## config.mk

```make
export PLATFORM = sky130hd
export DESIGN_NAME = lsu_ctrl
export DESIGN_NICKNAME = d
export VERILOG_FILES = /design/src/rtl/lsu_ctrl_pkg.sv /design/src/rtl/lsu_align.sv /design/src/rtl/lsu_ctrl.sv
export SDC_FILE = /design/constraint.sdc
export NUM_CORES = 1
export LEC_CHECK = 0
export BUFFER_PORTS_ARGS = -buffer_cell sky130_fd_sc_hd__buf_2
export CORE_AREA = 2 2 114 116
export DETAILED_ROUTE_END_ITERATION = 7
export DIE_AREA = 0 0 116 118
export PLACE_DENSITY = 0.76
export SLEW_MARGIN = 15
export SYNTH_ARGS = -nofsm -noshare
export SYNTH_HDL_FRONTEND = slang
export SYNTH_SLANG_ARGS = --single-unit
export TNS_END_PERCENT = 10
```

## constraint.sdc

```tcl
create_clock -name clk -period 3.3 [get_ports clk]
set_input_delay 0.66 -clock clk [delete_from_list [all_inputs] [get_ports clk]]
set_output_delay 0.66 -clock clk [all_outputs]
set_load 0.01 [all_outputs]
```

## src/rtl/lsu_ctrl_pkg.sv

```systemverilog
// Shared types and decode helpers for the load/store unit.
// Holds funct3 codes, FSM states, access-size decode and alignment checks.
package lsu_ctrl_pkg;

    localparam int LSU_TIMEOUT = 64;

    localparam logic [2:0] F3_LB  = 3'b000;
    localparam logic [2:0] F3_LH  = 3'b001;
    localparam logic [2:0] F3_LBU = 3'b100;
    localparam logic [2:0] F3_LHU = 3'b101;
    localparam logic [2:0] F3_SB  = 3'b000;
    localparam logic [2:0] F3_SH  = 3'b001;

    typedef enum logic [1:0] {S_IDLE, S_REQ, S_WAIT_R, S_RESP} lsu_state_e;
    typedef enum logic [1:0] {SZ_B, SZ_H, SZ_W} lsu_size_e;

    // Any funct3 that is not a defined byte/half access falls back to a word access.
    function automatic lsu_size_e lsu_size(input logic wen, input logic [2:0] funct3);
        lsu_size_e sz;
        sz = SZ_W;
        if (wen) begin
            if (funct3 == F3_SB)      sz = SZ_B;
            else if (funct3 == F3_SH) sz = SZ_H;
        end else begin
            if (funct3 == F3_LB || funct3 == F3_LBU)      sz = SZ_B;
            else if (funct3 == F3_LH || funct3 == F3_LHU) sz = SZ_H;
        end
        return sz;
    endfunction

    function automatic logic lsu_unsigned(input logic wen, input logic [2:0] funct3);
        return !wen && (funct3 == F3_LBU || funct3 == F3_LHU);
    endfunction

    function automatic logic lsu_misaligned(input logic wen, input logic [2:0] funct3,
                                            input logic [1:0] addr_lo);
        lsu_size_e sz;
        sz = lsu_size(wen, funct3);
        return (sz == SZ_H && addr_lo[0]) || (sz == SZ_W && addr_lo != 2'b00);
    endfunction

endpackage

```

## src/rtl/lsu_align.sv

```systemverilog
// Combinational byte-lane steering: store mask/replication and load extraction
// with sign or zero extension. Misaligned H/W offsets are truncated to natural alignment.
module lsu_align
    import lsu_ctrl_pkg::*;
#(
    parameter int XLEN = 32
) (
    input  logic            wen,
    input  logic [2:0]      funct3,
    input  logic [1:0]      addr_lo,
    input  logic [XLEN-1:0] wdata,
    input  logic [XLEN-1:0] rdata,
    output logic [3:0]      wmask,
    output logic [XLEN-1:0] wdata_lane,
    output logic [XLEN-1:0] rdata_ext
);

    lsu_size_e         size;
    logic              uns;
    logic [1:0]        off;
    logic [XLEN-1:0]   lane;
    logic signed [7:0]  byte_s;
    logic signed [15:0] half_s;

    always_comb begin
        size       = lsu_size(wen, funct3);
        uns        = lsu_unsigned(wen, funct3);
        off        = 2'd0;
        wmask      = 4'b1111;
        wdata_lane = wdata;
        case (size)
            SZ_B: begin
                off        = addr_lo;
                wmask      = 4'b0001 << addr_lo;
                wdata_lane = {4{wdata[7:0]}};
            end
            SZ_H: begin
                off        = {addr_lo[1], 1'b0};
                wmask      = 4'b0011 << off;
                wdata_lane = {2{wdata[15:0]}};
            end
            default: ;
        endcase

        // Bring the addressed lane down to bit 0, then extend to full width.
        lane      = rdata >> {off, 3'b000};
        byte_s    = lane[7:0];
        half_s    = lane[15:0];
        rdata_ext = lane;
        case (size)
            SZ_B:    rdata_ext = uns ? XLEN'(lane[7:0])  : XLEN'(byte_s);
            SZ_H:    rdata_ext = uns ? XLEN'(lane[15:0]) : XLEN'(half_s);
            default: ;
        endcase
    end

endmodule

```

## src/rtl/lsu_ctrl.sv

```systemverilog
// Load/store unit: valid/ready request to a variable-latency memory port with a read timeout.
// Optional MISALIGN_TRAP_EN: misaligned H/W requests answer immediately with resp_err, memory untouched.
module lsu_ctrl
    import lsu_ctrl_pkg::*;
#(
    parameter int XLEN    = 32,
    parameter int TIMEOUT = LSU_TIMEOUT
) (
    input  logic            clk,
    input  logic            rst,
    input  logic            req_valid,
    output logic            req_ready,
    input  logic            req_wen,
    input  logic [2:0]      req_funct3,
    input  logic [XLEN-1:0] req_addr,
    input  logic [XLEN-1:0] req_wdata,
    output logic            resp_valid,
    output logic [XLEN-1:0] resp_rdata,
    output logic            resp_err,
    output logic            mem_valid,
    input  logic            mem_ready,
    output logic            mem_wen,
    output logic [XLEN-1:0] mem_addr,
    output logic [XLEN-1:0] mem_wdata,
    output logic [3:0]      mem_wmask,
    input  logic            mem_rvalid,
    input  logic [XLEN-1:0] mem_rdata
);

    localparam int CNT_W = $clog2(TIMEOUT + 1);

    lsu_state_e      state, state_nxt;
    logic            r_wen;
    logic [2:0]      r_funct3;
    logic [XLEN-1:0] r_addr;
    logic [XLEN-1:0] r_wdata;
    logic [CNT_W-1:0] cnt;
    logic [3:0]      a_wmask;
    logic [XLEN-1:0] a_wdata;
    logic [XLEN-1:0] a_rdata;
    logic            trap;
    logic            timeout;

    lsu_align #(.XLEN(XLEN)) u_align (
        .wen        (r_wen),
        .funct3     (r_funct3),
        .addr_lo    (r_addr[1:0]),
        .wdata      (r_wdata),
        .rdata      (mem_rdata),
        .wmask      (a_wmask),
        .wdata_lane (a_wdata),
        .rdata_ext  (a_rdata)
    );

`ifdef MISALIGN_TRAP_EN
    assign trap = lsu_misaligned(req_wen, req_funct3, req_addr[1:0]);
`else
    assign trap = 1'b0;
`endif

    assign timeout = (cnt == CNT_W'(TIMEOUT - 1));

    always_ff @(posedge clk or posedge rst) begin
        if (rst) state <= S_IDLE;
        else     state <= state_nxt;
    end

    always_comb begin
        state_nxt  = state;
        req_ready  = 1'b0;
        resp_valid = 1'b0;
        mem_valid  = 1'b0;
        mem_wen    = 1'b0;
        mem_addr   = '0;
        mem_wdata  = '0;
        mem_wmask  = 4'b0000;
        case (state)
            S_IDLE: begin
                req_ready = 1'b1;
                if (req_valid) state_nxt = trap ? S_RESP : S_REQ;
            end
            S_REQ: begin
                mem_valid = 1'b1;
                mem_wen   = r_wen;
                mem_addr  = {r_addr[XLEN-1:2], 2'b00};
                if (r_wen) begin
                    mem_wdata = a_wdata;
                    mem_wmask = a_wmask;
                end
                if (mem_ready) state_nxt = r_wen ? S_RESP : S_WAIT_R;
            end
            S_WAIT_R: begin
                if (mem_rvalid || timeout) state_nxt = S_RESP;
            end
            S_RESP: begin
                resp_valid = 1'b1;
                state_nxt  = S_IDLE;
            end
            default: state_nxt = S_IDLE;
        endcase
    end

    // Response fields are preset at accept (store / trap outcome) and overwritten by the read phase.
    always_ff @(posedge clk or posedge rst) begin
        if (rst) begin
            r_wen      <= 1'b0;
            r_funct3   <= 3'b000;
            r_addr     <= '0;
            r_wdata    <= '0;
            cnt        <= '0;
            resp_rdata <= '0;
            resp_err   <= 1'b0;
        end else begin
            case (state)
                S_IDLE: begin
                    if (req_valid) begin
                        r_wen      <= req_wen;
                        r_funct3   <= req_funct3;
                        r_addr     <= req_addr;
                        r_wdata    <= req_wdata;
                        resp_rdata <= '0;
                        resp_err   <= trap;
                    end
                end
                S_REQ: begin
                    if (mem_ready) cnt <= '0;
                end
                S_WAIT_R: begin
                    if (mem_rvalid) begin
                        resp_rdata <= a_rdata;
                        resp_err   <= 1'b0;
                    end else if (timeout) begin
                        resp_rdata <= '0;
                        resp_err   <= 1'b1;
                    end else begin
                        cnt <= cnt + CNT_W'(1);
                    end
                end
                default: ;
            endcase
        end
    end

endmodule
```

==> flow_summary.ini <==
[sta]
max_freq_ghz = 0.350
min_period_ns = 2.86
finalSetupViolations = 0
fin_crit_sh_pct = 86.6
fin_tns_setup_ns = 0
rsz0062_at_grt = false
slew_viol_final = 0
worst_pin_slew_ns = 0.645
hold_viol_final = 0
worst_slack_ns = 0.444
maxSlewHeadroom_pct = 56.9
clock_skew_ns = 0.00910

[floorplanning]
design.die.area_mm2 = 0.0137
start_util_pct = 44.4
fp-row-count = 41
die_w_um = 116
core_mm2 = 0.0124
die_y_um = 118
io_pins = 210

[critical_path]
crit_path_max_incr_delay_ns = 0.61
cp_top_family = compound AO/OA/AOI/OAI gates
path_max_fanout = 20
worstSetupStartpointType = flip-flop
crit_type = flip-flop to output port
worst_setup_path_end_kind = output port
path_depth = 4
required_ns = 2.64
worstRegToRegCells = 6
arrival_ns = 2.20
worstPathCellList = a211o_1, o21ai_0, nor3_1, buf_2
crit_slowest_cell = dfrtp_1
crit_buf_inv = 1

[logic_synthesis]
async_flop_share_pct = 100
synth_cell_types = 49
post-synth-top-count-cell = dfrtp_1
synth_flop_cell = dfrtp_1
syn_avg_cell_area_um2 = 10.9
synth_top_area_cell = dfrtp_1
synth_area_leaders = dfrtp_1 (50%), mux2_2 (16%), nand2_1 (3.9%)
synthesis.area_mm2 = 0.00551
synth_common_cells = dfrtp_1 (110), mux2_2 (77), nand2_1 (57), and2_1 (34), nor2_1 (34)
yosys_warnings = 0
ys_seq_area_share_pct = 49.9
yosysTopAreaCellShare_pct = 49.9
synth_cells = 504
yosys_register_bits = 110
synth_edf_count = 0

[clocking]
root_buffer = clkbuf_16
cts_tree = yes
cts_setup_buffers = 0
clk_pin_slew_ns = 0.07
clkLatencyLatePin_ns = 0.36
cts.path.max_buffers = 2
hold_buffers = 0
cts_num_sinks = 110
cts_resized = 0
cts-buffers-inserted = 9
ctsHtreeMaxLevel = 3

[grt]
grt-ovfl-total = 0
grt_max_degree = 57
grt_pass1_vias = 4798
grt_use_total_pct = 22.3
antenna_found_initial = 1
grt_first_pass_wirelength_um = 23800

[power]
seqPwrFrac_pct = 38.4
ir_worst_vdd_v = 0.000503
power_frac_clock_pct = 15.9
power_density_mw_per_mm2 = 906
p_sw_share_pct = 39.5
p_leak_nw = 3.52
power.internal_mw = 3.81
combPwrFrac_pct = 45.8
switchingPower_mw = 2.49

[routing]
num_vias = 4699
drc = 0
routedWlPerCell_um = 17.4
first_iter_violations = 270
drt_pass1_iterations = 4
antenna_left = 0
via_per_inst = 5.39
drt_wl_total_um = 15100

[finish]
multiInputGateArea_mm2 = 0.00258
nNetsFinal = 806
seqCellArea_mm2 = 0.00275
area_growth_pct = 26.2
drive_gt1_share_pct = 46.1
final.fill_count = 1094

[placement]
dp_hpwl_um = 11300
io_buffers = 207
dp_slack_ns = 0.756
gp_congestion = 0.867

[run]
drv_cap = 0

[outcome]
outcome = finished clean

[min_path]
hp-class = input port to asynchronous set/reset pin
[cells in the final DEF, fill, tap and decap left out, drive strengths merged, types with 2 or more instances in the layout]
cell type | Yosys | final
buf | 19 | 216
clkinv | 1 | 3
and2 | 35 | 35
xor2 | 2 | 2
nor2 | 34 | 34
nor3 | 13 | 13
mux2 | 77 | 77
nand3 | 7 | 7
a221o | 8 | 8
o21ai | 31 | 31
a22o | 8 | 8
o21a | 2 | 2
ha | 5 | 5
o32ai | 2 | 2
mux4 | 7 | 7
a21oi | 21 | 21
and3 | 10 | 10
conb | 1 | 2
nor2b | 3 | 3
nand2b | 3 | 3
dfrtp | 110 | 110
clkbuf | 17 | 12
nor3b | 10 | 10
inv | 3 | 2
o31ai | 2 | 2
nand2 | 59 | 59
o211ai | 2 | 2
[flip-flops by register name, indices dropped and copies added, names as in the netlist]
name and flops:
r_wen 1, cnt 7, state 2, r_wdata 32
resp_err 1, r_addr 32, resp_rdata 32, r_funct3 3
[worst paths after layout]
path / from / end / slack (ns)
min in group clk: resp_rdata[25]$_DFFE_PP0P_ / resp_rdata[25]$_DFFE_PP0P_ / 0.49
min: rst / r_addr[0]$_DFFE_PP0P_ / 0.39
max: r_funct3[0]$_DFFE_PP0P_ / mem_wdata[30] / 0.44
max in group asynchronous: rst / resp_rdata[28]$_DFFE_PP0P_ / 2.14
max reg2reg: r_wen$_DFFE_PP0P_ / resp_rdata[22]$_DFFE_PP0P_ / 0.75
min reg2reg: resp_rdata[25]$_DFFE_PP0P_ / resp_rdata[25]$_DFFE_PP0P_ / 0.49
[power groups by stage]
stage / Sequential [mW] / Clock, mW / Combinational, mW
final: 2.42 / 1.00 / 2.88
after detailed placement: 2.43 / 0 / 2.90
after CTS: 2.40 / 1.02 / 2.91
after floorplan: 2.30 / 0 / 2.07
after global placement: 2.38 / 0 / 2.81
after global routing: 2.49 / 1.07 / 3.18
[through the flow]
step           util, %  hold WS [ns]  instances  power (mW)  area [um^2]
2_1_floorplan        -         0.471        505        4.38         5520
3_3_place_gp      53.9         0.462        857        5.19         6700
3_5_place_dp      53.9         0.477        857        5.33         6700
4_1_cts           56.0         0.400        871        6.33         6950
5_1_grt           56.0         0.427        872        6.75         6960
6_report          56.0         0.387        872        6.30         6960
[layer usage]
layer	up-vias	GRT usage [%]	part of all wire, %	wire (um)
met5	-	0	0	0
met2	219	37.2	48	7310
met3	30	5.72	8.8	1330
li1	2139	-	-	-
met1	2311	27.1	41	6130
met4	0	9.23	2.4	356
[final cells by class]
class	instances	share of cell area, %
sequential	110	39.6
multi-input combinational	355	37.1
timing repair buffer	216	16.2
clock buffer	12	3.54
tap	172	3.09
inverter	4	0.270
clock inverter	2	0.144
antenna	1	0.0360
[cell families after synthesis]
group,after synthesis,synth area share [%]
and+or+nand+nor,181,16.7
DFF,110,49.9
muxes,85,18.8
AOI/OAI and AO/OA,80,9.49
buffers and inverters,40,3.54
adders and majority gates,5,1.14
xor gates and xnor gates,2,0.318
other,1,0.0680
Note: power is estimated with default switching activity, not from simulation.
